### config.mk
export PLATFORM = sky130hd
export DESIGN_NAME = multiword_alu_seq
export DESIGN_NICKNAME = d
export VERILOG_FILES = /design/src/rtl/multiword_alu_seq_pkg.sv /design/src/rtl/check_if_0xF.sv /design/src/rtl/multiword_alu_seq.sv
export SDC_FILE = /design/constraint.sdc
export NUM_CORES = 1
export LEC_CHECK = 0
export ABC_AREA = 1
export BUFFER_PORTS_ARGS = -buffer_cell sky130_fd_sc_hd__buf_2
export CAP_MARGIN = 20
export CORE_MARGIN = 1
export CORE_UTILIZATION = 45
export DETAILED_ROUTE_END_ITERATION = 8
export PLACE_DENSITY = 0.71
export SYNTH_ARGS = -nofsm -noshare
export SYNTH_HDL_FRONTEND = slang
export SYNTH_SLANG_ARGS = --single-unit
### constraint.sdc
create_clock -name clk -period 3.7 [get_ports clk]
set_input_delay 0.37 -clock clk [delete_from_list [all_inputs] [get_ports clk]]
set_output_delay 0.37 -clock clk [all_outputs]
set_load 0.005 [all_outputs]
### src/rtl/multiword_alu_seq_pkg.sv
// multiword_alu_seq_pkg: shared ALU slice types, command codes and sequencer state.
package multiword_alu_seq_pkg;

    localparam int ALU_W = 4;

    typedef logic [ALU_W-1:0] AluVal;

    typedef enum logic [2:0] {
        CMD_ADD,
        CMD_SUB,
        CMD_COMP,
        CMD_RSHFT,
        CMD_XOR,
        CMD_XNOR,
        CMD_AND,
        CMD_OR
    } AluCmd;

    typedef struct packed {
        logic b_inv;
        logic carry_in;
        logic carry_disable;
    } AluFlags;

    typedef struct packed {
        AluCmd   cmd;
        AluFlags ctrl;
    } AluCtrl;

    typedef struct packed {
        AluCtrl ctrl;
        AluVal  d1;
        AluVal  d2;
    } AluArgs;

    typedef struct packed {
        AluVal res;
        logic  carry_out;
    } AluRet;

    typedef enum logic [1:0] {IDLE, RUN, DONE} MwSeqState;

    // Right shift moves bits toward the LSB, so its carry chain runs from the top slice down.
    function automatic logic slice_is_msw_first(input AluCmd cmd);
        return cmd == CMD_RSHFT;
    endfunction

    function automatic logic cmd_is_logic(input AluCmd cmd);
        return cmd inside {CMD_XOR, CMD_XNOR, CMD_AND, CMD_OR};
    endfunction

endpackage

### src/rtl/check_if_0xF.sv
// check_if_0xF: flags an ALU slice value that is all ones.
module check_if_0xF
    import multiword_alu_seq_pkg::*;
(
    input  AluVal val,
    output logic  is_0xf
);

    assign is_0xf = &val;

endmodule

### src/rtl/multiword_alu_seq.sv
// multiword_alu_seq: issues a WORDS-slice operation to one alu, one slice per cycle, chaining carry.
// Define MULTIWORD_ALU_ALLONES_EN to add the rsp_all_ones result flag.
module multiword_alu_seq
    import multiword_alu_seq_pkg::*;
#(
    parameter int WORDS = 4
) (
    input  logic                   clk,
    input  logic                   rst_n,
    input  logic                   req_valid,
    output logic                   req_ready,
    input  AluCtrl                 req_ctrl,
    input  logic [WORDS*ALU_W-1:0] req_d1,
    input  logic [WORDS*ALU_W-1:0] req_d2,
    output AluArgs                 alu_args,
    input  AluRet                  alu_ret,
    output logic                   rsp_valid,
    input  logic                   rsp_ready,
    output logic [WORDS*ALU_W-1:0] rsp_res,
    output logic                   rsp_carry,
    output logic                   rsp_zero
`ifdef MULTIWORD_ALU_ALLONES_EN
    ,
    output logic                   rsp_all_ones
`endif
);

    localparam int IW = WORDS > 1 ? $clog2(WORDS) : 1;

    MwSeqState         state_q, state_d;
    AluCtrl            ctrl_q, ctrl_d;
    AluVal [WORDS-1:0] d1_q, d1_d, d2_q, d2_d, res_q, res_d;
    logic [IW-1:0]     idx_q, idx_d, pos;
    logic              ready_q, ready_d, carry_q, carry_d, zero_q, zero_d;
    logic              accept, last;

    assign accept = state_q == IDLE && req_valid && ready_q;
    assign last   = idx_q == IW'(WORDS - 1);
    assign pos    = slice_is_msw_first(ctrl_q.cmd) ? IW'(WORDS - 1) - idx_q : idx_q;

    always_comb begin
        state_d  = state_q;
        ready_d  = ready_q;
        ctrl_d   = ctrl_q;
        d1_d     = d1_q;
        d2_d     = d2_q;
        idx_d    = idx_q;
        res_d    = res_q;
        carry_d  = carry_q;
        zero_d   = zero_q;
        alu_args = '0;
        case (state_q)
            IDLE: begin
                ready_d = !accept;
                if (accept) begin
                    state_d = RUN;
                    ctrl_d  = req_ctrl;
                    d1_d    = req_d1;
                    d2_d    = req_d2;
                    idx_d   = '0;
                    zero_d  = 1'b1;
                    carry_d = req_ctrl.ctrl.carry_in;
                end
            end
            RUN: begin
                alu_args.ctrl               = ctrl_q;
                // Logic ops never chain: every slice sees the originally requested carry_in.
                alu_args.ctrl.ctrl.carry_in = cmd_is_logic(ctrl_q.cmd) ? ctrl_q.ctrl.carry_in : carry_q;
                alu_args.d1                 = d1_q[pos];
                alu_args.d2                 = d2_q[pos];
                res_d[pos]                  = alu_ret.res;
                carry_d                     = alu_ret.carry_out;
                zero_d                      = zero_q & (alu_ret.res == '0);
                idx_d                       = idx_q + IW'(1);
                state_d                     = last ? DONE : RUN;
            end
            DONE: begin
                state_d = rsp_ready ? IDLE : DONE;
                ready_d = rsp_ready;
            end
            default: begin
                state_d = IDLE;
                ready_d = 1'b1;
            end
        endcase
    end

    always_ff @(posedge clk) begin
        if (!rst_n) begin
            state_q <= IDLE;
            ready_q <= 1'b0;
            ctrl_q  <= '0;
            d1_q    <= '0;
            d2_q    <= '0;
            idx_q   <= '0;
            res_q   <= '0;
            carry_q <= 1'b0;
            zero_q  <= 1'b0;
        end else begin
            state_q <= state_d;
            ready_q <= ready_d;
            ctrl_q  <= ctrl_d;
            d1_q    <= d1_d;
            d2_q    <= d2_d;
            idx_q   <= idx_d;
            res_q   <= res_d;
            carry_q <= carry_d;
            zero_q  <= zero_d;
        end
    end

    assign req_ready = ready_q;
    assign rsp_valid = state_q == DONE;
    assign rsp_res   = res_q;
    assign rsp_carry = carry_q;
    assign rsp_zero  = zero_q;

`ifdef MULTIWORD_ALU_ALLONES_EN
    logic ones_q, ones_d, slice_ones;

    check_if_0xF u_chk (
        .val    (alu_ret.res),
        .is_0xf (slice_ones)
    );

    always_comb ones_d = accept ? 1'b1 : (state_q == RUN ? ones_q & slice_ones : ones_q);

    always_ff @(posedge clk) begin
        if (!rst_n) ones_q <= 1'b0;
        else        ones_q <= ones_d;
    end

    assign rsp_all_ones = ones_q;
`endif

endmodule

==> out/metrics.yaml <==
clock_network:
  cts_buffer_depth: 2
  cts_buffers: 9
  clock_latency_ps: 340
  h-tree-depth: 3
  root_buffer: "clkbuf_8"
  cts.clk_slew.worst_paths_ps: 60
  cts_sinks: 61
  cts_tree: "done"
  cts.repair.resized: 0
  cts_setup_buffers: 0
  hold_buffers: 0
pwr:
  peakVddDrop_v: 0.000251
  internal_power_uw: 1030
  p_leak_uw: 0.00161
  clkPwrFrac_pct: 34.9
  seqPwrFrac_pct: 51.0
  comb_power_share_pct: 14.0
  power_density_mw_per_mm2: 423
  p_sw_uw: 397
  p_sw_share_pct: 27.8
yosys:
  ys_ff_latch: 61
  synth_warnings: 0
  syn-mean-instance-area_um2: 6.93
  syn-cell-area_mm2: 0.00283
  synth_largest_area_cell: "dfxtp_1"
  yosys-top-cells-area: "dfxtp_1 43%, nand2_1 11%, nor2_1 11%"
  synth.net_count: 456
  synthCells: 408
  synthDistinctLibCells: 30
  synth.top_cell.area_share_pct: 43.2
  seq_area_frac_synth_pct: 43.2
worst_setup_path:
  crit_type: "flip-flop to primary output"
  worstPathMaxFanout: 27
  path_cells: "inv_1, nor2_4, inv_1, a21oi_1, buf_2"
  start_kind: "flip-flop"
  cp_common_cell: "inv_1"
  critPathArrivalTime_ps: 2140
  cpPeakStageDelay_ps: 460
  crit_required_ps: 3330
  path_buf_inv: 3
  end_kind: "primary output"
  cp_slowest_cell: "inv_1"
  critPathTopFamily: "buffers and inverters"
placed_design:
  io_buffer_count: 80
  pre_cts_ws_ps: 1550
  gp_congestion: 0.808
  hpwlAfterDp_mm: 4.44
grt:
  grt_overflow: 0
  antenna_found_initial: 0
  first_global_vias: 2531
  grt_pass1_wl_mm: 11.1
  grt.total_usage_pct: 22.1
  grt_max_degree: 47
detailed_routing:
  dr_total_vias: 2744
  routed_via_density: 4.93
  ant_nets: 0
  drt_wl_total_mm: 6.74
  wire_per_inst_um: 12.1
  route.detailed.drc: 0
  drt_iter0_markers: 106
  first_pass_iters: 4
final_layout:
  drive_gt1_share_pct: 22.6
  utilization_pct: 56.2
  nFillCells: 624
  antenna_cells: 0
  nets: 526
  syn2layout_area_growth_pct: 19.1
timing:
  fin_worst_skew_ps: 4.66
  finalCritPeriodShare_pct: 67.9
  fin_hold_ws_ps: 251
  fin_tns_setup_ps: 0
  finalHoldViolations: 0
  finalSetupViolCount: 0
  drv_slew: 0
  rsz0062_at_grt: "no"
  worst_slack_ps: 1190
  min_period_ps: 2510
  worst_pin_slew_ps: 703
  relSlewSlack_pct: 53.0
  clock.fmax_mhz: 398
floorplanning:
  initial_core_util_pct: 47.2
  fp.dieH_um: 81.3
  die_area_mm2: 0.00660
  ioPinCount: 81
  design.core.area_mm2: 0.00599
  die_width_um: 81.3
  num_rows: 28
run_status:
  status: "finished clean"
flow_run:
  maxCapViolCount: 0
min_path:
  min_path_type: "input pin to flip-flop"
## state kept, by name (all words and copies together), names as in the netlist, 2 cells and up
signal	flops
idx_q	2
rsp_res	16
d1_q	16
ctrl_q	6
d2_q	16
state_q	2
## placed cells by master (no fill, tap or decap)
cell type | netlist | final
nand4_1 | 8 | 8
nand3_1 | 35 | 35
nand2_2 | 3 | 3
buf_2 | 1 | 80
nand3_4 | 1 | 1
a21oi_1 | 26 | 26
dfxtp_1 | 61 | 61
a211oi_1 | 1 | 1
nor2_2 | 2 | 2
clkbuf_8 | 0 | 10
nor2_4 | 1 | 1
nor2_1 | 83 | 83
inv_1 | 31 | 31
nand2_1 | 85 | 85
ha_1 | 1 | 1
a21oi_2 | 1 | 1
a31oi_1 | 1 | 1
nor2_8 | 1 | 1
nor3_4 | 0 | 1
nand4_4 | 1 | 1
inv_2 | 2 | 2
nand2_4 | 3 | 3
o21ai_1 | 1 | 1
o21ai_0 | 37 | 37
clkbuf_1 | 15 | 3
clkinv_2 | 0 | 2
buf_4 | 1 | 1
## per-layer routing
layer  up-vias  routed length [um]  track usage [%]
li1       1448                   -                -
met1      1203                3080             26.2
met2        84                3150             38.0
met3         9                 420             6.85
met4         0                  88             6.25
met5         -                   0                0
## layout make-up
type                            instances  area [um^2]  share of cell area, %
Inverter                               33          124                   3.68
Sequential cell                        61         1220                   36.3
Multi-Input combinational cell        292         1360                   40.5
Timing Repair Buffer                   81          408                   12.1
Clock inverter                          2         10.0                  0.297
Tap cell                               75         93.8                   2.79
Clock buffer                           13          149                   4.42
## tightest hold or removal path, delay by kind of cell
| kind | cells | cell delay, ps |
|---|---|---|
| buffers and inverters | 1 | 70 |
| AND/OR/NAND/NOR | 2 | 110 |
## through the flow
| stage | instances | total power, uW | instance area [um^2] |
|---|---|---|---|
| detailed placement | 542 | 940 | 3210 |
| global placement | 542 | 935 | 3210 |
| global route | 557 | 1510 | 3370 |
| CTS | 557 | 1440 | 3370 |
| finish | 557 | 1420 | 3370 |
| floorplan | 408 | 881 | 2830 |
## logic make-up after synthesis
family,count (synthesis),share of synthesized area (%)
flops,61,43.2
compound gates,67,12.1
buf+inv,55,8.85
fa+ha+maj,1,0.442
simple gates,224,35.4
## final timing paths
path                 end        from  slack (ps)  cells after the start
max          alu_args[2]  state_q[0]        1190                      5
min              d2_q[8]   req_d2[8]         250                      3
max reg2reg     idx_q[0]  state_q[0]        1900                      4
min reg2reg    ctrl_q[2]   ctrl_q[2]         450                      2
## power by group through the flow
stage | Sequential [uW] | Combinational [uW] | Clock, uW
2_1_floorplan | 735 | 145 | 0
6_report | 727 | 200 | 498
3_3_place_gp | 739 | 196 | 0
3_5_place_dp | 740 | 199 | 0
4_1_cts | 726 | 200 | 511
5_1_grt | 731 | 229 | 548
## synthesized netlist by cell type, drive strengths merged
cell type / count
clkbuf: 16
nand3: 36
nand4: 9
buf: 6
inv: 33
o21ai: 38
ha: 1
a211oi: 1
a31oi: 1
nand2: 91
nor2: 87
a21oi: 27
nor3: 1
dfxtp: 61
Note: power is estimated with default switching activity, not from simulation.
